`src/rtl/pipe_stage_skid.sv`:
```
// Pipeline stage register with valid/ready handshake and optional 2-entry skid buffer.
// With SKID=1 in_ready comes straight from a flop; with SKID=0 it is combinational.
module pipe_stage_skid #(
  parameter int unsigned       DATA_W     = 64,
  parameter logic [DATA_W-1:0] BUBBLE_VAL = '0,
  parameter bit                SKID       = 1'b1
) (
  input  logic              clk,
  input  logic              rst,
  input  logic              flush,
  input  logic              in_valid,
  output logic              in_ready,
  input  logic [DATA_W-1:0] in_data,
  output logic              out_valid,
  input  logic              out_ready,
  output logic [DATA_W-1:0] out_data,
  output logic [1:0]        level
);

  typedef enum logic [1:0] {
    EMPTY = 2'd0,
    ONE   = 2'd1,
    TWO   = 2'd2
  } state_t;

  state_t            state_reg, state_next;
  logic [DATA_W-1:0] main_reg, main_next;
  logic [DATA_W-1:0] skid_q;
  logic              accept, pop;

  assign out_valid = (state_reg != EMPTY);
  assign out_data  = main_reg;
  assign level     = state_reg;  // encoding doubles as occupancy count
  assign accept    = in_valid & in_ready;
  assign pop       = out_valid & out_ready;

  always_comb begin
    state_next = state_reg;
    main_next  = main_reg;
    if (flush) begin
      state_next = EMPTY;
      main_next  = BUBBLE_VAL;
    end else begin
      case (state_reg)
        EMPTY: begin
          if (accept) begin
            state_next = ONE;
            main_next  = in_data;
          end
        end
        ONE: begin
          if (accept && pop) begin
            main_next = in_data;
          end else if (accept && SKID) begin
            state_next = TWO;
          end else if (pop) begin
            state_next = EMPTY;
            main_next  = BUBBLE_VAL;
          end
        end
        TWO: begin
          if (pop) begin
            state_next = ONE;
            main_next  = skid_q;
          end
        end
        default: begin
          state_next = EMPTY;
          main_next  = BUBBLE_VAL;
        end
      endcase
    end
  end

  always_ff @(posedge clk or negedge rst) begin
    if (!rst) begin
      state_reg <= EMPTY;
      main_reg  <= BUBBLE_VAL;
    end else begin
      state_reg <= state_next;
      main_reg  <= main_next;
    end
  end

  if (SKID) begin : g_skid
    logic [DATA_W-1:0] skid_reg, skid_next;
    logic              ready_reg;

    always_comb begin
      skid_next = skid_reg;
      if (flush) begin
        skid_next = BUBBLE_VAL;
      end else if (state_reg == ONE && accept && !pop) begin
        skid_next = in_data;
      end else if (state_reg == TWO && pop) begin
        skid_next = BUBBLE_VAL;
      end
    end

    // Ready is registered from the next state so no combinational path reaches upstream.
    always_ff @(posedge clk or negedge rst) begin
      if (!rst) begin
        skid_reg  <= BUBBLE_VAL;
        ready_reg <= 1'b1;
      end else begin
        skid_reg  <= skid_next;
        ready_reg <= (state_next != TWO);
      end
    end

    assign skid_q   = skid_reg;
    assign in_ready = ready_reg;
  end else begin : g_noskid
    assign skid_q   = BUBBLE_VAL;
    assign in_ready = ~out_valid | out_ready;
  end

endmodule

```
`config.mk`:
```
export PLATFORM = sky130hd
export DESIGN_NAME = pipe_stage_skid
export DESIGN_NICKNAME = d
export VERILOG_FILES = /design/src/rtl/pipe_stage_skid.sv
export SDC_FILE = /design/constraint.sdc
export NUM_CORES = 1
export LEC_CHECK = 0
export CAP_MARGIN = 40
export CELL_PAD_IN_SITES_DETAIL_PLACEMENT = 1
export CELL_PAD_IN_SITES_GLOBAL_PLACEMENT = 2
export CORE_UTILIZATION = 30
export CTS_CLUSTER_DIAMETER = 60
export DETAILED_ROUTE_END_ITERATION = 8
export GPL_ROUTABILITY_DRIVEN = 0
export GPL_TIMING_DRIVEN = 0
export PLACE_DENSITY_LB_ADDON = 0.1
export SLEW_MARGIN = 40
export SYNTH_ARGS = -nofsm -noshare
export SYNTH_HDL_FRONTEND = slang
export SYNTH_SLANG_ARGS = --single-unit
export TNS_END_PERCENT = 1
```
`constraint.sdc`:
```
create_clock -name clk -period 1.7 [get_ports clk]
set_clock_uncertainty 0.05 [all_clocks]
set_input_delay 0.34 -clock clk [delete_from_list [all_inputs] [get_ports clk]]
set_output_delay 0.34 -clock clk [all_outputs]
set_load 0.005 [all_outputs]
```
---- Yosys cells after proc, flatten, opt, wreduce, memory -nomap -nowiden ----
Cells that the tools add are included.
Widths: inputs -> output; s select.
operators by class
  eq/ne operators ......................... 7
  multiplexer cells ....................... 17
  bitwise operators ....................... 2
  reduce and logical (&&, ||, !) cells .... 9
operators with widths
  operator            count
  $mux 64             9
  $pmux 64 s3         1
  $mux 2              6
  $ne 4x4->1 const B  2
  $ne 3x3->1 const B  2
  $pmux 2 s3          1
  $logic_and 1x1->1   4
  $reduce_and 4->1    1
  $reduce_bool 3->1   1
  $and 1x1->1         2
  $eq 2x1->1 const B  1
  $eq 2x2->1 const B  1
  $logic_not 2->1     1
  $ne 2x2->1 const B  1
  $reduce_bool 2->1   1
  $logic_not 1->1     1
word-level totals
  output and inout bits ................... 68
  register bits after elaboration ......... 131
  bits of input ports ..................... 69
  word-level logic and storage cells ...... 39

---- Depth between registers and ports, before layout ----
Gate-level depths: netlist of run 1.
  depth in word-level cells ............... 8
  gate-level depth with buffers ........... 7
  gate-level depth less buffers ........... 4

---- Least setup slack after synthesis of run 1 ----
OpenSTA, ideal clock, no wires.
  path type ............................... reg2reg
  start ................................... register g_skid.ready_reg, in the netlist in_ready
  end ..................................... register g_skid.skid_reg[10]
  data required time ...................... 1.529 ns
  cell stages (with the launch flop) ...... 6
  setup slack ............................. 0.085 ns
  library setup time ...................... 0.121 ns
  period minus slack after synthesis ...... 1.615 ns
  arrival time ............................ 1.444 ns
  buffers on the path ..................... 1
  cells stage by stage .................... dfstp_2 > nand2_1 > nor4_2 > a311oi_4 > buf_6 > a22o_1
on the way
  word-level cells in the longest chain between the ends .. 5
  elaborated cells between the ends (all ways) .. 6
  those cells by class .................... mux (2); bitwise (1); reduce/logical (3)
RTL lines
  element                            RTL line  RTL
  start, declared                    87        logic ready_reg;
  start signal, assigned             107       ready_reg <= (state_next != TWO);
  $and 1x1->1 *                      34        assign accept = in_valid & in_ready;
  $logic_and 1x1->1 * (2 in series)  93        end else if (state_reg == ONE && accept && !pop) begin
  $mux 64                            93
  $mux 64                            91        if (flush) begin
  end signal, assigned               106       skid_reg <= skid_next;
  end, declared                      86        logic [DATA_W-1:0] skid_reg, skid_next;
Mark *: on every way between the ends. The rest lies on a longest branch, timed or not.
A chain may end at the register's enable or synchronous reset.

---- Worst setup path in the final report of run 1 ----
  start ................................... register state_reg[0], in the netlist level[0]
  end ..................................... output port out_valid
on the way
  word-level cells in the longest chain between the ends .. 1
RTL lines
  element                 RTL line  RTL
  start, declared         26        state_t state_reg, state_next;
  start signal, assigned  80        state_reg <= state_next;
  $reduce_bool 2->1       31        assign out_valid = (state_reg != EMPTY);
  end, declared           14        output logic out_valid,
Every way passes these cells.

==> run metrics, run 1 <==
Hold EP in_ready; worst rel slew slack 0.6775; setup tns final -2683 ps; violated checks negative setup slack; crit path DAT 1440 ps; Tightest Pin Transition 483.8 ps; P_sw 2.213 mW; DR iter-0 viols 139; critical path startpoint category flop; WHS Path Cells 2; dpl hpwl 12470 um; Antenna Nets Post-Route 0; Die Y 144.9 um; Max-Cap Viols 0; area growth from synthesis to layout 44.86%; fin crit share 1.076; Critical Path Sink Type primary output; Die Width 144.9 um; status complete, but fails checks; initial core utilization 0.3105; #FFs+latches synth 131; drt first pass iters 4; leakage power 4.440 nW; vias in the first global route 5456; RR Endpoint out_data[5]; DRC violation count after routing 0; GRT Util Overall 0.1940; first-pass GRT wire length 30500 um; pin count of the biggest net entering global routing 53; share of layout cells above drive strength 1 0.1473; ANT cells 0; final-report hold violation count 0; Distinct cells, synth 29; grt total ovfl 0; P_int 6.419 mW; CTS buffer count 17; unrepaired setup endpoints after global routing true; Reg power frac 0.396; CTS sink count 131; Die Area 20980 um2; Sw Ratio 0.2564; syn avg cell area 11.68 um2; design area 8869 um2; Max Root-Sink Buffers 2; worst setup path category flop to primary output; Cell Area, Placed 7865 um2; final setup violation count 61; Req. time, crit path 1310 ps; reg2reg path depth 6; Mapped Cells 524; Comb pwr share 0.163; pwr dens 973.4 nW/um2; Synth Net Count 593; CORE AREA 19720 um2; WL final 18970 um; H-Tree Level Count 4; Clk pwr share 0.440; Yosys warnings 0; vias per std cell 5.161; Worst-path clk slew 60 ps; register area share after synthesis 0.5357; PnR worst setup slack -129.2 ps; root buffer cell clkbuf_16; synthesized area 6122 um2; clk_lat worst skew 410 ps; row count 51; # nets final 763; Hold WC Path Type primary input to flop; pins over their slew limit 0; Peak Freq 546.7 MHz; io pins 137; Hold Crit Start out_ready; RR Startpoint in_ready; Tmin final 1829 ps; per-cell routed wire length 19.53 um; critical-path maximum fanout 3; CTS tree yes; routed via count 5011; Worst VDD drop 0.0005385 V; initial antenna violation count 1; Port-buffer cells 135; r2r setup slk -70 ps
[per-stage QoR]
stage	utilization	std cells	power (mW)	worst slack (ps)	hold WS (ps)
CTS	0.4388	968	8.752	-150.4	148.6
detailed placement	0.3989	926	4.865	-656.6	169.4
finish	0.4498	971	8.633	-129.2	165.1
global route	0.4498	971	9.017	-168.0	181.5
global placement	0.3958	924	4.826	-5439	436.8
floorplan	-	524	4.043	84.76	-5.591
[worst max-delay path by stage]
stage / startpoint / end / slack, ps / depth (start not counted)
5_1_grt: level[0] / out_valid / -170 / 4
3_3_place_gp: rst / out_data[55] / -5440 / 1
4_1_cts: level[0] / out_valid / -150 / 4
3_5_place_dp: in_valid / g_skid.skid_reg[26] / -660 / 6
2_1_floorplan: in_ready / g_skid.skid_reg[10] / 80 / 5
6_report: level[0] / out_valid / -130 / 4
[layout by cell type, fill, tap and decap left out, drive strengths merged]
cell           count
dfstp              1
mux2i             65
nand3              1
nor2b              1
clkbuf            29
and3b              1
a22o             128
o21ai             67
a21oi              2
or3                1
nor2               1
dlymetal6s2s      36
dfrtp            130
buf               56
inv                4
nor4b              1
a311oi             1
clkinvlp           4
or2                1
and4b              1
o2bb2a             1
clkdlybuf4s50     73
dlygate4sd2       24
bufinv             3
a211o              1
nand2             67
clkinv             4
dlygate4sd3        1
nor4               1
[synthesized netlist by cell type]
cell type | n | area share
nor2b_1 | 1 | 0.0010
nor2_1 | 1 | 0.00061
buf_4 | 12 | 0.015
nor4_2 | 1 | 0.0020
buf_6 | 9 | 0.017
o21ai_2 | 1 | 0.0014
and3b_1 | 1 | 0.0014
dfrtp_1 | 130 | 0.53
dlymetal6s2s_1 | 1 | 0.0020
nor4b_2 | 1 | 0.0025
or2_2 | 1 | 0.0010
o21ai_0 | 65 | 0.053
nand3_1 | 1 | 0.00082
inv_1 | 2 | 0.0012
mux2i_1 | 65 | 0.11
clkbuf_1 | 8 | 0.0049
a311oi_4 | 1 | 0.0043
and4b_1 | 1 | 0.0016
a21oi_1 | 1 | 0.00082
o21ai_1 | 1 | 0.00082
buf_2 | 19 | 0.016
a21oi_4 | 1 | 0.0027
or3_1 | 1 | 0.0010
inv_2 | 1 | 0.00061
dfstp_2 | 1 | 0.0043
a211o_1 | 1 | 0.0014
a22o_1 | 128 | 0.18
o2bb2a_1 | 1 | 0.0016
nand2_1 | 67 | 0.041
[worst max-delay path, stage by stage, from the launching register on]
cell and delay, ps:
dfrtp_2 420, buf_8 130, clkbuf_16 140, or2_4 220
buf_6 110
[power by group through the flow]
stage          sequential (mW)  combinational (mW)  clock [mW]
2_1_floorplan             3.47               0.574           0
3_3_place_gp              3.48                1.34           0
3_5_place_dp              3.48                1.38           0
4_1_cts                   3.43                1.43        3.89
5_1_grt                   3.45                1.55        4.02
6_report                  3.42                1.41        3.80
[cell families after synthesis]
group,after synthesis,share of synthesized area
AND/OR/NAND/NOR,76,0.05314
multiplexers,65,0.1063
buffers and inverters,52,0.05559
AO/OA/AOI/OAI,200,0.2493
flip-flops,131,0.5357
[layer usage]
layer  up-vias  share of wire  GRT usage
met4         2          0.011    0.06039
met5         -        0.00047          0
met1      2587           0.46     0.2538
li1       2294              -          -
met2       110           0.49     0.3181
met3        18          0.045    0.04311
[repair_timing]
item / CTS / global route
setup buffers: 10 / 3
gates cloned: 0 / 0
pin swaps: 2 / 2
hold buffers: 1 / 0
gates resized for setup: 65 / 58
hold endpoints to repair: 27 / 0
endpoints found under the setup margin: 153 / 159
[final cells by class]
type,instances,area (um2)
Multi-Input combinational cell,341,2527
Sequential cell,131,3282
Clock buffer,19,452.9
Tap cell,265,331.6
Buffer,49,459.2
Clock inverter,12,156.4
Timing Repair Buffer,151,1645
Inverter,3,13.76
Fill cell,2078,10850
Note: power is estimated with default switching activity, not from simulation.
==> inputs of run 2 (changes only) <==
CELL_PAD_IN_SITES_DETAIL_PLACEMENT = default   (was 1)
CELL_PAD_IN_SITES_GLOBAL_PLACEMENT = default   (was 2)
CORE_UTILIZATION = 46   (was 30)
GPL_ROUTABILITY_DRIVEN = default   (was 0)
HOLD_SLACK_MARGIN = 0.08   (was default)
PLACE_DENSITY = 0.77   (was default)
PLACE_DENSITY_LB_ADDON = default   (was 0.1)
==> run metrics, run 2 (synthesis gave the netlist of run 1 again) <==
status complete, but fails checks (unchanged); violated checks negative setup slack (unchanged); Pwr Total 8.612 mW (was 8.633 mW); GRT Util Overall 0.2391 (was 0.1940); Die Y 117.4 um (was 144.9 um); worst setup path category flop to primary output (unchanged); fin cells 881 (was 971); root buffer cell clkbuf_16 (unchanged); # nets final 766 (was 763); Hold WC Path Type primary input to flop (unchanged); Antenna Nets Post-Route 0 (unchanged); setup tns final -2659 ps (was -2683 ps); CTS tree yes (unchanged); pin count of the biggest net entering global routing 72 (was 53); worst hold slack 191.1 ps (was 165.1 ps); pre-CTS setup slack -593.2 ps (was -656.6 ps); fin crit share 1.054 (was 1.076); drt first pass iters 5 (was 4); Max stage delay on crit path 420 ps (about the same); Peak Freq 558.1 MHz (was 546.7 MHz); commonest non-fill, non-tap cells in the layout 128 x a22o_1, 128 x dfrtp_1, 105 x clkdlybuf4s50_1, 66 x nand2_1 (was 128 x a22o_1, 128 x dfrtp_1, 73 x clkdlybuf4s50_1, 66 x nand2_1); Cell Area, Placed 7721 um2 (was 7865 um2); Worst path slowest cell dfrtp_2 (unchanged); vias in the first global route 5081 (was 5456); grt total ovfl 0 (unchanged); H-Tree Level Count 4 (unchanged); DRC violation count after routing 0 (unchanged); unrepaired setup endpoints after global routing true (unchanged); Max Root-Sink Buffers 2 (unchanged); routability cong. 0.8171; design area 8675 um2 (was 8869 um2); initial antenna violation count 0 (was 1); RR Startpoint level[0] (was in_ready); CTS buffer count 17 (unchanged); ANT cells 0 (unchanged); crit path DAT 1400 ps (was 1440 ps); Worst-path clk slew 50 ps (was 60 ps); clk_lat worst skew 410 ps (about the same); per-cell routed wire length 18.50 um (was 19.53 um); io pins 137 (unchanged); share of layout cells above drive strength 1 0.1481 (was 0.1473); Worst VDD drop 0.0006134 V (was 0.0005385 V); CORE AREA 12770 um2 (was 19720 um2); Die Area 13770 um2 (was 20980 um2); Port-buffer cells 135 (unchanged); Tightest Pin Transition 479.0 ps (was 483.8 ps); area growth from synthesis to layout 41.69% (was 44.86%); critical-path maximum fanout 2 (was 3); CP Cell Sequence buf_8 -> buf_8 -> or2_4 -> buf_6 (was buf_8 -> clkbuf_16 -> or2_4 -> buf_6); initial core utilization 0.4793 (was 0.3105); pwr dens 992.8 nW/um2 (was 973.4 nW/um2); vias per std cell 5.687 (was 5.161); CP startpoint level[1] (was level[0]); DR iter-0 viols 266 (was 139); WL final 16300 um (was 18970 um); row count 41 (was 51); Placed Instances 832 (was 926); Req. time, crit path 1310 ps (about the same); first-pass GRT wire length 26340 um (was 30500 um); reg2reg path depth 7 (was 6); dpl hpwl 10570 um (was 12470 um); final-report hold violation count 0 (unchanged); critical path startpoint category flop (unchanged); most frequent CP cell buf_8; WHS Path Cells 2 (unchanged); Max-Cap Viols 0 (unchanged); Tmin final 1792 ps (was 1829 ps); worst rel slew slack 0.6807 (was 0.6775); leakage power 4.086 nW (was 4.440 nW); Hold Crit Start out_ready (unchanged); final setup violation count 93 (was 61); pins over their slew limit 0 (unchanged); Core Util, Final 0.6791 (was 0.4498); CTS sink count 131 (unchanged); Critical Path Sink Type primary output (unchanged); Die Width 117.4 um (was 144.9 um); PnR worst setup slack -91.76 ps (was -129.2 ps); routed via count 5010 (was 5011)
## run 2: cell count changes in the layout (fill, tap and decap cells not counted), moves of 2 or more
cell             previous run  this run
clkdlybuf4s50_1            73       105
dlygate4sd2_1              24        10
clkbuf_4                    3         1
dlymetal6s2s_1             36        18
buf_4                      26        33
clkinv_4                    2         0
buf_6                      17        19
clkbuf_1                    5         8
buf_2                       0         3
buf_12                      5         1
## run 2: path summary, 6_finish.rpt
kind | end | slack [ps]
worst min-delay path | in_ready | 190
worst min register to register | out_data[39] | 450
worst max register to register | g_skid.skid_reg[18] | -70
worst max-delay path | out_valid | -90
max in group asynchronous | g_skid.skid_reg[45] | 490
min in group asynchronous | g_skid.skid_reg[6] | 400
## run 2: worst max-delay path, delay by kind of cell, from the launching register on
kind | cells | cell delay [ps]
buffers and inverters | 3 | 350
DFF | 1 | 420
and+or+nand+nor | 1 | 220
## run 2: area by class of cell
class	count	area [um2]
Timing Repair Buffer	154	1558
Buffer	49	451.7
Multi-Input combinational cell	341	2549
Inverter	3	11.26
Clock buffer	21	450.4
Tap cell	172	215.2
Clock inverter	10	157.7
Fill cell	929	4099
Sequential cell	131	3282
## run 2: routing by layer
layer	GRT usage	share of wire	vias to the layer above
met1	0.3174	0.45	2524
li1	-	-	2307
met5	0	0	-
met4	0.07386	0.011	0
met2	0.3964	0.50	161
met3	0.04377	0.045	18
## run 2: report_power, final
group          switching [mW]  leakage [nW]  total, mW  internal [mW]
Sequential              0.115          1.78       3.42           3.31
Combinational           0.652          2.02       1.41          0.760
Clock                    1.30         0.289       3.78           2.47
Total                    2.07          4.09       8.61           6.55
## run 2: what timing repair did
action / 4_1_cts / 5_1_grt
cloned: 0 / 1
buffers inserted: 11 / 5
endpoints found under the setup margin: 140 / 140
hold buffers: 1 / 0
pin swaps: 1 / 4
endpoints found under the hold margin: 59 / 0
resized for setup: 44 / 55
